`src/rtl/rr_arbiter_4.sv`:
```
// Four-channel round-robin arbiter with registered one-hot and binary grant outputs.
// The priority pointer advances past the served channel on each ack.
module rr_arbiter_4 #(
  parameter bit LOCK = 1'b1
) (
  input  logic       clk,
  input  logic       rst_n,
  input  logic [3:0] req,
  input  logic       ack,
  output logic       gnt_valid,
  output logic [1:0] sel,
  output logic [3:0] gnt
);

  localparam logic [0:0] ST_IDLE  = 1'b0;
  localparam logic [0:0] ST_GRANT = 1'b1;

  logic [0:0] state, state_n;
  logic [1:0] ptr, ptr_n, sel_n;
  logic [3:0] gnt_n;
  logic [1:0] base;
  logic [1:0] win;
  logic       found;

  // An ack re-arbitrates in the same edge from the slot after the served channel.
  assign base = (state == ST_GRANT && ack) ? sel + 2'd1 : ptr;

  always_comb begin
    logic [1:0] idx;
    found = 1'b0;
    win   = base;
    idx   = base;
    // Scan from the farthest slot down so the nearest requester is kept last.
    for (int i = 3; i >= 0; i--) begin
      idx = base + 2'(i);
      if (req[idx]) begin
        found = 1'b1;
        win   = idx;
      end
    end
  end

  always_comb begin
    // NOTE: every output of this block gets a default first, so no path can infer a latch.
    state_n = state;
    sel_n   = sel;
    ptr_n   = ptr;
    if (state == ST_IDLE) begin
      if (found) begin
        state_n = ST_GRANT;
        sel_n   = win;
      end
    end else begin
      if (ack) begin
        ptr_n = base;
        if (found) sel_n   = win;
        else       state_n = ST_IDLE;
      end else if (!LOCK && !req[sel]) begin
        state_n = ST_IDLE;
      end
    end
    gnt_n = (state_n == ST_GRANT) ? (4'b0001 << sel_n) : 4'b0000;
  end

  // NOTE: state registers use non-blocking assignments so all flops update from pre-edge values.
  always_ff @(posedge clk or negedge rst_n) begin
    if (!rst_n) begin
      state <= ST_IDLE;
      sel   <= 2'b00;
      ptr   <= 2'b00;
      gnt   <= 4'b0000;
    end else begin
      state <= state_n;
      sel   <= sel_n;
      ptr   <= ptr_n;
      gnt   <= gnt_n;
    end
  end

  assign gnt_valid = state[0];

endmodule

```
`config.mk`:
```
export PLATFORM = sky130hd
export DESIGN_NAME = rr_arbiter_4
export DESIGN_NICKNAME = d
export VERILOG_FILES = /design/src/rtl/rr_arbiter_4.sv
export SDC_FILE = /design/constraint.sdc
export NUM_CORES = 1
export LEC_CHECK = 0
export ABC_AREA = 0
export CAP_MARGIN = 20
export CORE_AREA = 4 4 41 43
export CTS_BUF_LIST = sky130_fd_sc_hd__clkbuf_8
export DETAILED_ROUTE_END_ITERATION = 8
export DIE_AREA = 0 0 45 47
export GPL_TIMING_DRIVEN = 0
export PLACE_DENSITY = 0.7
export SLEW_MARGIN = 5
export SYNTH_ARGS = -nofsm -noshare
export SYNTH_HDL_FRONTEND = slang
export SYNTH_SLANG_ARGS = --single-unit
```
`constraint.sdc`:
```
create_clock -name clk -period 4.95 [get_ports clk]
set_input_delay 1.2375 -clock clk [delete_from_list [all_inputs] [get_ports clk]]
set_output_delay 1.2375 -clock clk [all_outputs]
set_load 0.01 [all_outputs]
```
# ---- Yosys cells after proc, flatten, opt, wreduce, memory -nomap -nowiden
# Cells that the tools add are included.
dict set report classes {
  add_sub_neg 4
  order_cmp 4
  shifts 1
  mux 24
  reduce_logical 2
}
# operator count
set ops {}
lappend ops {{two-way mux 2 bit} 8}
lappend ops {{less-than comparator 2 x 3 -> 1 bit (second input constant)} 4}
lappend ops {{two-way mux 1 bit} 11}
lappend ops {{binary-select mux 1 bit (select 2 bit)} 4}
lappend ops {{adder 2 x 1 -> 2 bit (second input constant)} 2}
lappend ops {{adder 2 bit (second input constant)} 2}
lappend ops {{two-way mux 4 bit} 1}
lappend ops {{<< shifter 1 x 2 -> 4 bit (first input constant)} 1}
lappend ops {{AND reduction 2 bit} 1}
lappend ops {{logical AND 1 bit} 1}
dict set report totals {
  ff_bits 9
  wordCells 39
}

# ---- Logic depth before layout (Yosys ltp)
dict set report depth {
  ltp_word 14
  mapped_depth 5
  mapped_depth_nobuf 5
}

# ---- Least setup slack after synthesis
# Ideal clock, no wire load.
dict set report synth_timing {
  path_type {input-to-reg}
  from {input port ack}
  to {register gnt[3]}
  setup_time_ns 0.095
  arrival_ns 2.462
  t_required_ns 4.855
  path_slack_ns 2.392
  cell_stages 5
  path_buffers 0
  path_cell_list {and2_2 a21oi_2 mux2_1 o2111a_2 nor4b_2}
}
dict set report synth_via {
  elab_chain_cells 14
  elab_cells_between_ends 29
  cone_classes {3 x add/sub; 1 x shift; 24 x mux; 1 x reduce/logical}
}
# element line_no
set synth_lines {}
lappend synth_lines {{start, declared} 9} ;# input logic ack,
lappend synth_lines {{logical AND 1 bit} 26} ;# assign base = (state == ST_GRANT && ack) ? sel + 2'd1 : ptr;
lappend synth_lines {{two-way mux 2 bit} 26}
lappend synth_lines {{adder 2 bit} 35} ;# idx = base + 2'(i);
lappend synth_lines {{binary-select mux 1 bit (select 2 bit)} 36} ;# if (req[idx]) begin
lappend synth_lines {{two-way mux 1 bit (not written as such)} 36}
lappend synth_lines {{two-way mux 2 bit / two-way mux 1 bit (equally long branches) (4 in a row)} 36}
lappend synth_lines {{two-way mux 2 bit} {49, 56}}
lappend synth_lines {{two-way mux 2 bit} 54} ;# if (ack) begin
lappend synth_lines {{two-way mux 2 bit} 48} ;# if (state == ST_IDLE) begin
lappend synth_lines {{<< shifter 1 x 2 -> 4 bit} 62} ;# gnt_n = (state_n == ST_GRANT) ? (4'b0001 << sel_n) : 4'b0000;
lappend synth_lines {{two-way mux 4 bit *} 62}
lappend synth_lines {{net gnt_n[3]} 20} ;# logic [3:0] gnt_n;
lappend synth_lines {{end signal, assigned} 76} ;# gnt <= gnt_n;
lappend synth_lines {{end, declared} 12} ;# output logic [3:0] gnt
# Mark *: on every way through the listed nets, which the timed path passes. The rest lies on a longest branch. The select of a mux whose other input is x is not followed.
# A chain may end at the register's enable or synchronous reset.

# ---- Worst setup path in the final report
# Ends and elaborated chain as after synthesis.

==> results by group <==
Detailed routing
  • Antenna-violating nets left: 0
  • Vias per inst: 5.398
  • DR WL/cell: 13.22 um
  • Vias: 475
  • DRC Markers: 0
  • DR pass1 iterations: 2
  • Final wirelength: 1.163 mm
  • Initial DRC Count: 2

Setup path
  • Reg2reg setup slack: 3010 ps
  • Crit path kind: input pin to flop
  • CP startpoint kind: input pin
  • R2r startpoint: gnt_valid
  • Worst Path Arrival: 3180 ps
  • Worst R2R End: gnt[3]
  • CP required: 5080 ps
  • Worst-case reg-to-reg path depth: 5
  • CP max FO: 7
  • CP Capture Type: flop

Global route
  • First-pass GRT wire length: 2.007 mm
  • Largest net degree at the start of global routing: 10
  • Initial antenna violation count: 0
  • GRT overflow: 0
  • Vias in the first global route: 478
  • GRT Total Usage: 13.40%

Yosys
  • Syn nets: 63
  • Synth top area cells: dfrtp_1 41%, nor2_1 6.8%, a2111oi_2 2.7%
  • Sequential share of the synthesized area: 40.54%
  • Cells after Synth: 56
  • Post-synth cell types: 33
  • FF+latch count, synth: 9
  • Synth top area share: 40.54%
  • Synth Warn #: 0
  • Syn_area_per_cell: 9.920 um^2
  • Netlist Area Pre-Place: 555.5 um^2
  • Yosys top cell by area: dfrtp_1

Min path
  • Hold path cells: 1
  • Min-Delay Endpoint: ptr[0]
  • Hold Startpoint: sel[0]
  • Worst hold path class: flop to flop

Timing
  • Worst slew margin: 65.78%
  • Final min period: 3052 ps
  • Max frequency: 0.3276 GHz
  • RSZ-0062 raised after global routing: false
  • Slew @ Worst Pin: 508.6 ps
  • Setup Viol. Count Final: 0
  • Final cycle utilization of the critical path: 61.67%
  • Final setup TNS: 0 ps
  • Fin worst setup slack: 1898 ps
  • Hold Vio Cnt, Final: 0
  • Slew Viols, Final: 0
  • Worst Skew: 2.064 ps

Floorplan
  • Die ar.: 0.002115 mm^2
  • Core ar.: 0.001301 mm^2
  • Top Ports: 14
  • Die Height: 47 um
  • Site row count: 13
  • Starting Density: 42.69%
  • Chip width: 45 um

Layout
  • Fraction of layout cells with a size suffix above 1: 15.07%
  • Layout fillers: 126
  • Final net count: 81
  • Layout area overhead: 34.91%
  • ANT cells: 0

CTS
  • CTS Hold Bufs: 0
  • CTS tree: built
  • Clock buffer depth: 2
  • Clock sinks: 9
  • Post_cts resized: 0
  • Clk root buf: clkbuf_8
  • Clk Latency, worst-skew pair: 230 ps
  • Setup Buffers After CTS: 0
  • CTS HTree Levels: 1
  • CTS Buf Count: 3
  • Clk slew on worst S/H paths: 40 ps

Place
  • Port Buffers: 13
  • Detailed Place HPWL: 903.4 um
  • Routability cong.: 0.7493
  • Setup WS pre-CTS: 1697 ps

Status
  • Status: complete, no violations

Flow run
  • Max Cap Viol: 0

Pwr
  • Pwr Density: 434.3 mW/mm^2
  • Max VDD drop: 0.2353 mV
  • Lkg Pwr: 0.3050 nW
-- cell type report --
cell class	instances	area, um^2	area share [%]
multi-input cells	44	319.1	42.57
flip-flops and latches	9	225.2	30.05
repair buffers	13	130.1	17.36
clock buffers	3	41.29	5.509
well taps	15	18.77	2.504
inverters	3	11.26	1.503
clock inverters	1	3.754	0.5008
-- power by group --
group	leakage (nW)	switching, mW	internal, mW
Clock	0.0269	0.0272	0.0538
Combinational	0.173	0.0589	0.0711
Sequential	0.105	0.0174	0.0969
-- synthesized netlist by cell type (all sizes together) --
cell / count
nor2: 10
dfrtp: 9
inv: 3
o21ai: 3
a211oi: 2
a21o: 2
a21oi: 2
and2: 2
nor2b: 2
nor3b: 2
nor4: 2
a2111oi: 1
a21boi: 1
a311o: 1
and2b: 1
mux2: 1
nand2: 1
nand3b: 1
nor4b: 1
nor4bb: 1
o2111a: 1
o211ai: 1
o21a: 1
o21ba: 1
o21bai: 1
or2b: 1
or3: 1
xor2: 1
-- layer usage --
layer  vias to the layer above  GRT usage, %  wire length, um
met3                         5         3.831               85
met4                         0         10.53               32
met1                       217         15.42              505
met2                        11         20.90              539
met5                         -             0                0
li1                        242             -                -
-- worst max-delay path, cell delays in order --
cell and delay (ps):
clkdlybuf4s50_1 510, and2_2 270, a21oi_2 250, mux2_1 350
o2111a_2 300, nor4b_2 270
-- registers in the layout, indices dropped and copies added, names as in the netlist --
signal and count:
sel 2, gnt_valid 1, ptr 2, gnt 4
-- worst max path at each step --
stage | start | end | slack, ps | cells past startpoint
after floorplan | ack | gnt[3] | 2390 | 5
after global placement | ack | gnt[3] | 1680 | 6
after detailed placement | ack | gnt[3] | 1700 | 6
after CTS | ack | gnt[3] | 1900 | 6
after global routing | ack | gnt[3] | 1810 | 6
final | ack | gnt[3] | 1900 | 6
-- stage by stage --
stage	total power [mW]	instance area (um^2)	cells	util (%)	hold slack, ps
after global routing	0.3488	749.5	88	57.60	642.5
after floorplan	0.1888	555.5	56	-	604.0
after global placement	0.2462	704.4	84	54.13	608.5
after detailed placement	0.2466	704.4	84	54.13	603.7
final	0.3255	749.5	88	57.60	600.0
after CTS	0.3313	749.5	88	57.60	612.6
-- cells in the final DEF (no fill, tap or decap), drive strengths merged --
master,n
nand3b,1
xor2,1
nand2,1
or3,1
clkbuf,3
o21a,1
o211ai,1
nor2,10
o21ba,1
a2111oi,1
nor4b,1
and2b,1
nor4bb,1
or2b,1
a211oi,2
a21o,2
o21ai,3
nor2b,2
clkdlybuf4s50,13
a311o,1
mux2,1
dfrtp,9
a21boi,1
inv,4
nor3b,2
nor4,2
a21oi,2
o2111a,1
and2,2
o21bai,1
-- logic make-up (layout without fill, tap and decap cells) --
kind of cell / after synthesis / count (layout) / synth area share [%]
AOI/OAI and AO/OA: 17 / 17 / 25.45
xor gates and xnor gates: 1 / 1 / 1.577
buffers and inverters: 3 / 20 / 2.027
muxes: 1 / 1 / 2.027
and+or+nand+nor: 25 / 25 / 28.38
DFF: 9 / 9 / 40.54
Power figures use the tool's default switching activity.
